**src/rtl/rgb_stream_packer_if.sv**
```systemverilog
// Pixel-in / AXI4-Stream-out signal bundle for rgb_stream_packer.
// slave is the packer's view; master is the view of the pixel source plus stream sink.
interface rgb_stream_packer_if;
    logic [7:0]  r;
    logic [7:0]  g;
    logic [7:0]  b;
    logic        valid;
    logic        sof;
    logic        eol;
    logic        in_stream_ready;
    logic [31:0] out_stream_tdata;
    logic [3:0]  out_stream_tkeep;
    logic        out_stream_tlast;
    logic        out_stream_tuser;
    logic        out_stream_tvalid;
    logic        out_stream_tready;

    modport slave (
        input  r, g, b, valid, sof, eol, out_stream_tready,
        output in_stream_ready, out_stream_tdata, out_stream_tkeep,
               out_stream_tlast, out_stream_tuser, out_stream_tvalid
    );

    modport master (
        output r, g, b, valid, sof, eol, out_stream_tready,
        input  in_stream_ready, out_stream_tdata, out_stream_tkeep,
               out_stream_tlast, out_stream_tuser, out_stream_tvalid
    );
endinterface

```
**src/rtl/rgb_stream_packer.sv**
```systemverilog
// Packs 24-bit RGB pixels into a gapless little-endian 32-bit AXI4-Stream (4 px -> 3 words),
// flushing partial words at end of line and re-aligning on start of frame.
module rgb_stream_packer #(
    parameter logic [7:0] PAD_BYTE = 8'h00
) (
    input  logic               aclk,
    input  logic               areset,
    rgb_stream_packer_if.slave bus,
    output logic               misalign_err
);
    typedef enum logic {RUN, FLUSH} state_t;

    state_t      state, state_n;
    logic [1:0]  phase, phase_n, eff_phase;
    logic [23:0] residue, residue_n;
    logic        sof_pend, sof_pend_n, err_n;
    logic [23:0] pix;
    logic        out_free, accept;
    logic        load, word_last, word_user;
    logic [31:0] word;
    logic [31:0] tdata_q;
    logic        tlast_q, tuser_q, tvalid_q;

    assign pix                   = {bus.r, bus.g, bus.b};
    assign out_free              = !tvalid_q || bus.out_stream_tready;
    assign bus.in_stream_ready   = (state == RUN) && out_free;
    assign accept                = bus.valid && bus.in_stream_ready;
    assign bus.out_stream_tdata  = tdata_q;
    assign bus.out_stream_tkeep  = '1;
    assign bus.out_stream_tlast  = tlast_q;
    assign bus.out_stream_tuser  = tuser_q;
    assign bus.out_stream_tvalid = tvalid_q;

    always_comb begin
        state_n    = state;
        phase_n    = phase;
        residue_n  = residue;
        sof_pend_n = sof_pend;
        err_n      = misalign_err;
        load       = 1'b0;
        word       = '0;
        word_last  = 1'b0;
        word_user  = 1'b0;
        // SOF re-aligns the group: any residue is discarded and the pixel packs as ph0.
        eff_phase  = bus.sof ? 2'd0 : phase;

        if (state == FLUSH) begin
            if (out_free) begin
                load      = 1'b1;
                word_last = 1'b1;
                word      = (phase == 2'd2) ? {PAD_BYTE, PAD_BYTE, residue[15:0]}
                                            : {PAD_BYTE, PAD_BYTE, PAD_BYTE, residue[7:0]};
                state_n   = RUN;
                phase_n   = 2'd0;
                residue_n = '0;
            end
        end else if (accept) begin
            if (bus.sof) begin
                sof_pend_n = 1'b1;
                if (phase != 2'd0) err_n = 1'b1;
            end
            case (eff_phase)
                2'd0: begin
                    if (bus.eol) begin
                        load      = 1'b1;
                        word      = {PAD_BYTE, pix};
                        word_last = 1'b1;
                        phase_n   = 2'd0;
                        residue_n = '0;
                    end else begin
                        residue_n = pix;
                        phase_n   = 2'd1;
                    end
                end
                2'd1: begin
                    load      = 1'b1;
                    word      = {pix[7:0], residue[23:0]};
                    residue_n = {8'h00, pix[23:8]};
                    phase_n   = 2'd2;
                    if (bus.eol) state_n = FLUSH;
                end
                2'd2: begin
                    load      = 1'b1;
                    word      = {pix[15:0], residue[15:0]};
                    residue_n = {16'h0000, pix[23:16]};
                    phase_n   = 2'd3;
                    if (bus.eol) state_n = FLUSH;
                end
                2'd3: begin
                    load      = 1'b1;
                    word      = {pix, residue[7:0]};
                    residue_n = '0;
                    phase_n   = 2'd0;
                    word_last = bus.eol;
                end
            endcase
        end

        // FLUSH keeps phase at 2 or 3 so it knows how many residue bytes remain.
        if (load) begin
            word_user  = sof_pend_n;
            sof_pend_n = 1'b0;
        end
    end

    always_ff @(posedge aclk) begin
        if (areset) begin
            state        <= RUN;
            phase        <= '0;
            residue      <= '0;
            sof_pend     <= 1'b0;
            misalign_err <= 1'b0;
            tvalid_q     <= 1'b0;
            tdata_q      <= '0;
            tlast_q      <= 1'b0;
            tuser_q      <= 1'b0;
        end else begin
            state        <= state_n;
            phase        <= phase_n;
            residue      <= residue_n;
            sof_pend     <= sof_pend_n;
            misalign_err <= err_n;
            if (load) begin
                tvalid_q <= 1'b1;
                tdata_q  <= word;
                tlast_q  <= word_last;
                tuser_q  <= word_user;
            end else if (bus.out_stream_tready) begin
                tvalid_q <= 1'b0;
            end
        end
    end
endmodule

```
**src/flat_wrapper.sv**
```systemverilog
// flat-port wrapper written by rule: the top's interface ports become plain ports
module rgb_stream_packer_flat 
#(
    parameter logic [7:0] PAD_BYTE = 8'h00
)
  (aclk, areset, misalign_err, bus_r, bus_g, bus_b, bus_valid, bus_sof, bus_eol, bus_out_stream_tready, bus_in_stream_ready, bus_out_stream_tdata, bus_out_stream_tkeep, bus_out_stream_tlast, bus_out_stream_tuser, bus_out_stream_tvalid);
  rgb_stream_packer_if bus_i ();
  input  logic aclk;
  input  logic areset;
  output logic misalign_err;
  input wire logic [$bits(bus_i.r)-1:0] bus_r;
  input wire logic [$bits(bus_i.g)-1:0] bus_g;
  input wire logic [$bits(bus_i.b)-1:0] bus_b;
  input wire logic [$bits(bus_i.valid)-1:0] bus_valid;
  input wire logic [$bits(bus_i.sof)-1:0] bus_sof;
  input wire logic [$bits(bus_i.eol)-1:0] bus_eol;
  input wire logic [$bits(bus_i.out_stream_tready)-1:0] bus_out_stream_tready;
  output wire logic [$bits(bus_i.in_stream_ready)-1:0] bus_in_stream_ready;
  output wire logic [$bits(bus_i.out_stream_tdata)-1:0] bus_out_stream_tdata;
  output wire logic [$bits(bus_i.out_stream_tkeep)-1:0] bus_out_stream_tkeep;
  output wire logic [$bits(bus_i.out_stream_tlast)-1:0] bus_out_stream_tlast;
  output wire logic [$bits(bus_i.out_stream_tuser)-1:0] bus_out_stream_tuser;
  output wire logic [$bits(bus_i.out_stream_tvalid)-1:0] bus_out_stream_tvalid;
  assign bus_i.r = bus_r;
  assign bus_i.g = bus_g;
  assign bus_i.b = bus_b;
  assign bus_i.valid = bus_valid;
  assign bus_i.sof = bus_sof;
  assign bus_i.eol = bus_eol;
  assign bus_i.out_stream_tready = bus_out_stream_tready;
  assign bus_in_stream_ready = bus_i.in_stream_ready;
  assign bus_out_stream_tdata = bus_i.out_stream_tdata;
  assign bus_out_stream_tkeep = bus_i.out_stream_tkeep;
  assign bus_out_stream_tlast = bus_i.out_stream_tlast;
  assign bus_out_stream_tuser = bus_i.out_stream_tuser;
  assign bus_out_stream_tvalid = bus_i.out_stream_tvalid;
  rgb_stream_packer #(.PAD_BYTE(PAD_BYTE)) u_core (.aclk(aclk), .areset(areset), .bus(bus_i), .misalign_err(misalign_err));
endmodule
```
**config.mk**
```make
export PLATFORM = sky130hd
export DESIGN_NAME = rgb_stream_packer_flat
export DESIGN_NICKNAME = d
export VERILOG_FILES = /design/src/rtl/rgb_stream_packer_if.sv /design/src/rtl/rgb_stream_packer.sv /design/src/flat_wrapper.sv
export SDC_FILE = /design/constraint.sdc
export NUM_CORES = 1
export LEC_CHECK = 0
export ABC_AREA = 1
export CAP_MARGIN = 15
export CORE_ASPECT_RATIO = 0.75
export CORE_MARGIN = 5
export CORE_UTILIZATION = 40
export DETAILED_ROUTE_END_ITERATION = 7
export HOLD_SLACK_MARGIN = 0.02
export SLEW_MARGIN = 10
export SYNTH_ARGS = -nofsm -noshare
export SYNTH_HDL_FRONTEND = slang
export SYNTH_SLANG_ARGS = --single-unit
```
**constraint.sdc**
```tcl
create_clock -name aclk -period 2.1 [get_ports aclk]
set_clock_uncertainty 0.05 [all_clocks]
set_input_delay 0.21 -clock aclk [delete_from_list [all_inputs] [get_ports aclk]]
set_output_delay 0.21 -clock aclk [all_outputs]
set_load 0.01 [all_outputs]
```
# Yosys cells after proc, flatten, opt, wreduce, memory -nomap -nowiden

Index checks and enable logic that the tools add are counted.

Bits in registers: 64
Logic and storage cells: 62
Bits of input ports: 30

Reductions and logical operators: 13
Eq/ne operators: 5
Bitwise operators: 1
Muxes and demuxes: 34

Operator list:

| cell                 | count |
|---|---|
| $pmux W32 S4         | 1 |
| $mux W24             | 5 |
| $mux W32             | 3 |
| $pmux W24 S4         | 1 |
| $mux W1              | 16 |
| $mux W16             | 1 |
| $mux W2              | 4 |
| $pmux W2 S4          | 1 |
| $eq A2 B2 Y1 const B | 3 |
| $reduce_bool A2 Y1   | 3 |
| $pmux W1 S2          | 2 |
| $reduce_and A4 Y1    | 1 |
| $reduce_or A2 Y1     | 2 |
| $reduce_or A3 Y1     | 1 |
| $eq A2 B1 Y1 const B | 1 |
| $logic_and A1 B1 Y1  | 2 |
| $logic_not A2 Y1     | 1 |
| $ne A2 B2 Y1 const B | 1 |
| $reduce_and A2 Y1    | 1 |
| $logic_not A1 Y1     | 1 |
| $logic_or A1 B1 Y1   | 1 |
| $not A1 Y1           | 1 |

# Longest topological paths before layout

Gate-level depths: netlist (run 1).

Depth after elaboration: 7
Mapped depth: 13
Gate-level depth less buffers: 12

# Least setup slack after synthesis (run 1)

Ideal clock, no wire load.

Path type: reg2reg
Start: reg u_core.phase[0]
End: reg u_core.tdata_q[25], in the netlist u_core.bus.out_stream_tdata[25]
Period minus slack after synthesis: 1800 ps
Setup time: 58 ps
Path slack: 300 ps
Buffers on the path: 2
Data required time: 1992 ps
Cell stages (with the launch flop): 12
Data arrival time: 1691 ps
Cell sequence: dfxtp_1 -> inv_1 -> nor2_1 -> inv_1 -> ha_1 -> buf_2 -> inv_2 -> buf_4 -> nand4_1 -> inv_1 -> nand4_1 -> nand2_1

Cells in the longest elaborated chain, start to end: 6
Elaborated cells on any way between the ends: 12
Those cells by class: eq/ne: 3; mux: 7; reduce/logical: 2

Ends and longest elaborated chain:

| element                                             | line                     | text |
|---|---|---|
| from (decl)                                         | rgb_stream_packer.sv:14  | `logic [1:0] phase, phase_n, eff_phase;` |
| from (signal assigned)                              | rgb_stream_packer.sv:119 | `phase <= phase_n;` |
| $mux W2 *                                           | rgb_stream_packer.sv:45  | `eff_phase = bus.sof ? 2'd0 : phase;` |
| $eq A2 B2 Y1 / $eq A2 B1 Y1 (equally long branches) | rgb_stream_packer.sv:62  | `case (eff_phase)` |
| $reduce_or A3 Y1 (no source line)                   | n/a                      |  |
| $pmux W1 S2                                         | rgb_stream_packer.sv:62  |  |
| $mux W1                                             | rgb_stream_packer.sv:57  | `end else if (accept) begin` |
| $mux W1                                             | rgb_stream_packer.sv:47  | `if (state == FLUSH) begin` |
| to (signal assigned)                                | rgb_stream_packer.sv:125 | `tdata_q <= word;` |
| to (decl)                                           | rgb_stream_packer.sv:21  | `logic [31:0] tdata_q;` |

Mark *: on every way between the ends. The rest lies on a longest branch, timed or not.
A chain may end at the register's enable or synchronous reset.

# Worst setup path in the final report (run 1)

Start: reg u_core.phase[0]
End: reg u_core.tdata_q[29], in the netlist u_core.bus.out_stream_tdata[29]

The elaborated chain is that of the path after synthesis.

==> results of run 1 <==
## Yosys cell counts
cell                         n
sky130_fd_sc_hd__nor2_2      1
sky130_fd_sc_hd__nand3_2     1
sky130_fd_sc_hd__nor2_1     71
sky130_fd_sc_hd__o21bai_1    1
sky130_fd_sc_hd__nand2_1   255
sky130_fd_sc_hd__clkbuf_1   12
sky130_fd_sc_hd__nor3_1      1
sky130_fd_sc_hd__o211ai_1    9
sky130_fd_sc_hd__o21ai_0    22
sky130_fd_sc_hd__buf_2      14
sky130_fd_sc_hd__inv_1      49
sky130_fd_sc_hd__o21ai_1    10
sky130_fd_sc_hd__or2_1       4
sky130_fd_sc_hd__buf_1       1
sky130_fd_sc_hd__conb_1      1
sky130_fd_sc_hd__nand4_1    18
sky130_fd_sc_hd__inv_2      10
sky130_fd_sc_hd__buf_4       5
sky130_fd_sc_hd__ha_1        5
sky130_fd_sc_hd__nand2_2     1
sky130_fd_sc_hd__and2_1      1
sky130_fd_sc_hd__o22ai_1     8
sky130_fd_sc_hd__o21a_1      1
sky130_fd_sc_hd__a21oi_1    28
sky130_fd_sc_hd__dfxtp_1    64
sky130_fd_sc_hd__nand3_1    29
sky130_fd_sc_hd__nor2_4      1
## where the power goes
part           switching, mW  leakage [nW]  internal (mW)
combinational          0.341          1.56          0.240
sequential            0.0397         0.523           1.28
clock                  0.558         0.152          0.944
total                  0.939          2.23           2.46
## through the flow
step                cells  instance area, µm²  power, mW  setup WS (ps)
floorplan             626                3720       1.64            300
global placement      817                4630       1.91           28.8
detailed placement    817                4630       1.92          -46.3
CTS                   833                4930       3.43            253
global route          833                4930       3.55           70.0
finish                833                4930       3.40            247
## worst max path at each step
stage,start,endpoint,slack [ps],depth (start not counted)
floorplan,u_core.phase[0],u_core.bus.out_stream_tdata[25],300,11
global placement,bus_sof,u_core.residue[21],30,8
detailed placement,bus_sof,u_core.residue[19],-50,8
CTS,u_core.phase[0],u_core.bus.out_stream_tdata[29],250,10
global route,bus_sof,u_core.residue[18],70,8
finish,u_core.phase[0],u_core.bus.out_stream_tdata[29],250,10
## logic make-up after synthesis
logic type / after synthesis / share of synthesized area, %
buffers and inverters: 91 / 10.2
adder cells (fa/ha/maj): 5 / 1.69
AND/OR/NAND/NOR: 383 / 41.8
flip-flops: 64 / 34.5
AO/OA/AOI/OAI: 79 / 11.7
other: 1 / 0.101
## state kept, by name, indices dropped and copies added (netlist names)
name                          count
u_core.residue                   24
u_core.bus.out_stream_tlast       1
u_core.phase                      2
u_core.bus.out_stream_tdata      32
u_core.sof_pend                   1
u_core.bus.out_stream_tvalid      1
u_core.state                      1
u_core.misalign_err               1
u_core.bus.out_stream_tuser       1
## critical path: stages, from the launching register on
cell	delay, ps
sky130_fd_sc_hd__dfxtp_1	350
sky130_fd_sc_hd__inv_1	60
sky130_fd_sc_hd__nor2_1	120
sky130_fd_sc_hd__inv_1	90
sky130_fd_sc_hd__ha_1	270
sky130_fd_sc_hd__inv_2	130
sky130_fd_sc_hd__nand4_1	110
sky130_fd_sc_hd__buf_4	190
sky130_fd_sc_hd__inv_1	190
sky130_fd_sc_hd__nand4_1	150
sky130_fd_sc_hd__nand2_1	80
## layout make-up
class,count,area (µm²),area share [%]
clock buffer,10,239,4.85
clock inverter,6,58.8,1.19
inverter,59,221,4.50
multi-input combinational,471,2060,41.9
sequential,64,1280,26.0
tap,128,160,3.25
timing repair buffer,95,903,18.3
## per-layer routing
layer,vias up,part of all wire (%)
met3,17,6.9
li1,2106,-
met1,1927,47
met2,159,45
met5,-,0
met4,0,1.5
==> Implementation_results.wiki, run 1 <==
{| class="wikitable"
! Metric !! Value
|-
| Initial antenna violation count || 0
|-
| Share of synthesized area occupied by flip-flops and latches || 34.5%
|-
| Met1 Use GR || 32.5%
|-
| 1st-iter DRT viols || 266
|-
| Detail Placement HPWL || 9480 µm
|-
| Die outline height || 93.4 µm
|-
| Peak Freq || 0.540 GHz
|-
| Post-layout util || 54.5%
|-
| Worst Max-Slew Pin Slew || 595 ps
|-
| Worst-path fanout max || 9
|-
| Maximum vdd ir drop || 0.454 mV
|-
| FP Rows || 30
|-
| Clock insertion delay at the later pin of the skew report || 340 ps
|-
| Proportion of netlist area held by the largest area contributor || 34.5%
|-
| Capturing point of the worst reg2reg path || u_core.bus.out_stream_tdata[29]
|-
| Kind of critical path || flip-flop to flip-flop
|-
| Number of cell instances on the worst register-to-register path || 10
|-
| Met3 GRT Util || 4.35%
|-
| Setup tns final || 0 ps
|-
| Number of sinks driven by the clock tree || 64
|-
| Internal reg-to-reg setup slack || 250 ps
|-
| Smallest hold slack || 393 ps
|-
| Drt total wl || 12600 µm
|-
| Detailed-route DRC error count || 0
|-
| Grt ovf || 0
|-
| Largest net degree at the start of global routing || 26
|-
| Cell taking the most area after synthesis || sky130_fd_sc_hd__dfxtp_1
|-
| Chip Width || 121 µm
|-
| Leading cell type in the layout, fill and taps excluded || sky130_fd_sc_hd__nand2_1
|-
| Kind of start point of the critical path || flip-flop
|-
| Vias || 4209
|-
| Final period util || 88.2%
|-
| Post-CTS sizing || 0
|-
| DRT antenna net count || 0
|-
| Net count reported at finish || 735
|-
| Global-route wire length before repair || 20900 µm
|-
| Endpoint type of the worst setup path || flip-flop
|-
| All-layer global routing usage || 23.4%
|-
| Routability congestion estimate from global placement || 0.936
|-
| Filler instances || 925
|-
| Via count normalized by instance count || 5.05
|-
| Max clock buf depth || 2
|-
| Cell area after synthesis || 0.00371 mm²
|-
| Number of global-route vias before repair || 4083
|-
| Root buffer cell || sky130_fd_sc_hd__clkbuf_16
|-
| GRT Max-Usage Layer || met2
|-
| Syn avg cell area || 5.95 µm²
|-
| Final setup violation count || 0
|-
| Number of buffers inserted by post-CTS setup repair || 0
|-
| Clock tree from TritonCTS || done
|-
| Port bufs || 66
|-
| Top-level port count || 71
|-
| Count of synthesis-stage warnings from yosys || 0
|-
| Max cap viols || 0
|-
| Synthesis-stage register bit count || 64
|-
| Worst R2R Start || u_core.phase[0]
|-
| Worst min-delay path endpoint || u_core.bus.out_stream_tdata[21]
|-
| Count of antenna diodes in the layout || 0
|-
| Number of iterations in the first detailed-routing pass || 5
|-
| PD cells || 690 mW/mm²
|-
| Count of different cell masters after synthesis || 27
|-
| Fraction of layout instances using a drive strength above 1 || 8.37%
|-
| Cell count after synthesis || 623
|-
| TritonCTS buffer count || 9
|-
| Hold WC Path Type || flip-flop to flip-flop
|-
| CP arrival || 2080 ps
|-
| Area added between synthesis and finish || 32.8%
|-
| Number of endpoints with negative hold slack in the final report || 0
|-
| Hold Buf Count CTS || 0
|-
| Static Leak || 2.23 nW
|-
| Initial cell density of the core || 41.0%
|-
| Time the final worst path needs with I/O delays and setup || 1850 ps
|-
| Setup repair after global routing missed its margin || no
|-
| Cell types with the largest area share after synthesis || sky130_fd_sc_hd__dfxtp_1, sky130_fd_sc_hd__nand2_1, sky130_fd_sc_hd__nor2_1
|-
| Routed wirelength normalized by instance count || 15.1 µm
|-
| Most frequent cells in the layout || sky130_fd_sc_hd__nand2_1, sky130_fd_sc_hd__nor2_1, sky130_fd_sc_hd__clkdlybuf4s50_1
|-
| Total Die Area || 0.0113 mm²
|-
| Critical path data required time || 2320 ps
|-
| H-tree Lvls || 3
|-
| Hold-critical path depth || 2
|-
| Number of slew-limit violations in the final report || 0
|-
| Worst slew slack as a fraction of its limit || 60.2%
|-
| Run status || complete, no violations
|-
| Register clock-pin slew on the reported worst setup and hold paths || 50 ps
|-
| Start point of the worst min-delay path || u_core.bus.out_stream_tdata[21]
|-
| Core Area || 0.00905 mm²
|-
| Met2 Resource Use GR || 37.3%
|}
Power figures use the tool's default switching activity.
==> run 2, diff against run 1 <==
Settings changed: CAP_MARGIN 15 to 30.
==> results of run 2 <==
The final DEF is identical to that of run 1; final timing and power are the same.
==> run 3, diff against run 2 <==
Clock period 2.1 ns to 2.15 ns, I/O delays scaled along.
==> run 3 against run 2 <==
Critical endpoint is now u_core.bus.out_stream_tdata[26]. Largest cell class unchanged. Combinational power down 3.4%. Sequential power about the same. First-iteration DRC count up 60%.
==> Implementation_results.wiki, run 3 (same netlist as run 1, synthesis figures left out) <==
{| class="wikitable"
! Metric !! Value
|-
| PD cells || 685 mW/mm² (-0.81%)
|-
| Number of iterations in the first detailed-routing pass || 5 (unchanged)
|-
| Post-CTS sizing || 0 (unchanged)
|-
| Start point of the worst min-delay path || u_core.bus.out_stream_tlast
|-
| Total area of multi-input combinational cells || 0.00206 mm² (unchanged)
|-
| Final period util || 88.5% (+0.22 points)
|-
| Chip Width || 121 µm (unchanged)
|-
| Area added between synthesis and finish || 32.4%
|-
| Vias || 4256 (+1.1%)
|-
| Number of slew-limit violations in the final report || 0 (unchanged)
|-
| Max clock buf depth || 2 (unchanged)
|-
| Clock tree from TritonCTS || done
|-
| Port bufs || 66 (unchanged)
|-
| Kind of start point of the critical path || flip-flop
|-
| # placed instances || 814 (-0.37%)
|-
| Initial antenna violation count || 0 (unchanged)
|-
| Smallest hold slack || 395 ps (+1.81 ps)
|-
| Total design power || 3.36 mW (-1.1%)
|-
| Net count reported at finish || 732 (-0.41%)
|-
| Time the final worst path needs with I/O delays and setup || 1900 ps (+48.8 ps)
|-
| Core Area || 0.00905 mm² (unchanged)
|-
| TritonCTS buffer count || 9 (unchanged)
|-
| Number of endpoints with negative hold slack in the final report || 0 (unchanged)
|-
| H-tree Lvls || 3 (unchanged)
|-
| 1st-iter DRT viols || 426 (+60%)
|-
| Global-route wire length before repair || 20700 µm (-0.76%)
|-
| Routed wirelength normalized by instance count || 15.5 µm (+2.5%)
|-
| Initial cell density of the core || 41.0% (unchanged)
|-
| Worst slew slack as a fraction of its limit || 60.3% (+0.13 points)
|-
| PnR worst setup slack || 248 ps (+1.17 ps)
|-
| Total Die Area || 0.0113 mm² (unchanged)
|-
| Run status || complete, no violations
|-
| Detail Placement HPWL || 9570 µm (+0.98%)
|-
| CP arrival || 2120 ps (+40 ps)
|-
| Pre-CTS setup slack || -0.0564 ps (+46.3 ps)
|-
| Worst Max-Slew Pin Slew || 593 ps (-1.94 ps)
|-
| Combined flip-flop and latch cell area || 0.00128 mm² (unchanged)
|-
| Static Leak || 2.22 nW (-0.52%)
|-
| Largest net degree at the start of global routing || 30 (+15%)
|-
| Final setup violation count || 0 (unchanged)
|-
| Non-filler instance count after layout || 829 (-0.48%)
|-
| Number of global-route vias before repair || 4004 (-1.9%)
|-
| Flip-flop count of the largest register after layout || 32 (unchanged)
|-
| Drt total wl || 12800 µm (+2.0%)
|-
| DRT antenna net count || 0 (unchanged)
|-
| Internal reg-to-reg setup slack || 250 ps (about the same)
|-
| Number of buffers inserted by post-CTS setup repair || 0 (unchanged)
|-
| Post-layout util || 54.3% (-0.15 points)
|-
| All-layer global routing usage || 23.4% (about the same)
|-
| Hold Buf Count CTS || 0 (unchanged)
|-
| Hold WC Path Type || flip-flop to flip-flop
|-
| Final cell area excluding filler cells || 0.00491 mm² (-0.28%)
|-
| Leading cell type in the layout, fill and taps excluded || sky130_fd_sc_hd__nand2_1
|-
| Crit path from || u_core.phase[0]
|-
| Setup tns final || 0 ps (unchanged)
|-
| Fraction of layout instances using a drive strength above 1 || 7.85% (-0.52 points)
|-
| Clock insertion delay at the later pin of the skew report || 330 ps (about the same)
|-
| Filler instances || 923 (-0.22%)
|-
| Cell Area, Placed || 0.00461 mm² (-0.49%)
|-
| Register clock-pin slew on the reported worst setup and hold paths || 50 ps (about the same)
|-
| Worst-path fanout max || 9 (unchanged)
|-
| Die outline height || 93.4 µm (unchanged)
|-
| Worst R2R Start || u_core.phase[0]
|-
| Maximum vdd ir drop || 0.332 mV (-27%)
|-
| FP Rows || 30 (unchanged)
|-
| Kind of critical path || flip-flop to flip-flop
|-
| Top-level port count || 71 (unchanged)
|-
| Via count normalized by instance count || 5.13 (+1.6%)
|-
| Setup repair after global routing missed its margin || no
|-
| Most frequent cells in the layout || sky130_fd_sc_hd__nand2_1, sky130_fd_sc_hd__nor2_1, sky130_fd_sc_hd__clkdlybuf4s50_1
|-
| Endpoint type of the worst setup path || flip-flop
|-
| Critical path data required time || 2370 ps (+50 ps)
|-
| Max cap viols || 0 (unchanged)
|-
| Routability congestion estimate from global placement || 0.923 (-1.4%)
|-
| Detailed-route DRC error count || 0 (unchanged)
|-
| Number of sinks driven by the clock tree || 64 (unchanged)
|-
| Root buffer cell || sky130_fd_sc_hd__clkbuf_16
|-
| Count of antenna diodes in the layout || 0 (unchanged)
|-
| Grt ovf || 0 (unchanged)
|-
| Peak Freq || 0.526 GHz (-2.6%)
|}
[run 3: worst paths after layout]
check                                    endpoint  depth (start not counted)
setup reg to reg  u_core.bus.out_stream_tdata[26]                         10
setup / recovery  u_core.bus.out_stream_tdata[26]                         10
hold reg to reg       u_core.bus.out_stream_tlast                          2
hold / removal        u_core.bus.out_stream_tlast                          2
[run 3: power breakdown]
group          switching [mW]  internal [mW]  leakage (nW)
sequential             0.0403           1.25         0.523
combinational           0.333          0.228          1.54
clock                   0.532          0.981         0.154
[run 3: final cells by class]
| type | count | share of cell area (%) |
|---|---|---|
| multi-input combinational | 471 | 42.0 |
| sequential | 64 | 26.1 |
| timing repair buffer | 92 | 17.9 |
| clock buffer | 12 | 5.43 |
| inverter | 59 | 4.51 |
| tap | 128 | 3.26 |
| clock inverter | 3 | 0.815 |
[run 3: per-layer routing]
layer	up-vias	GRT usage (%)	wire [µm]
li1	2098	-	-
met1	1984	31.8	5760
met2	149	36.8	5700
met3	25	5.08	1090
met4	0	8.12	275
met5	-	0	0
[run 3: worst max-delay path: stages (launching register included)]
cell and delay, ps:
sky130_fd_sc_hd__dfxtp_1 360, sky130_fd_sc_hd__inv_1 70, sky130_fd_sc_hd__nor2_1 120, sky130_fd_sc_hd__inv_1 100, sky130_fd_sc_hd__ha_1 270, sky130_fd_sc_hd__inv_2 160
sky130_fd_sc_hd__nand4_1 130, sky130_fd_sc_hd__buf_4 190, sky130_fd_sc_hd__inv_1 180, sky130_fd_sc_hd__nand4_1 140, sky130_fd_sc_hd__nand2_1 80
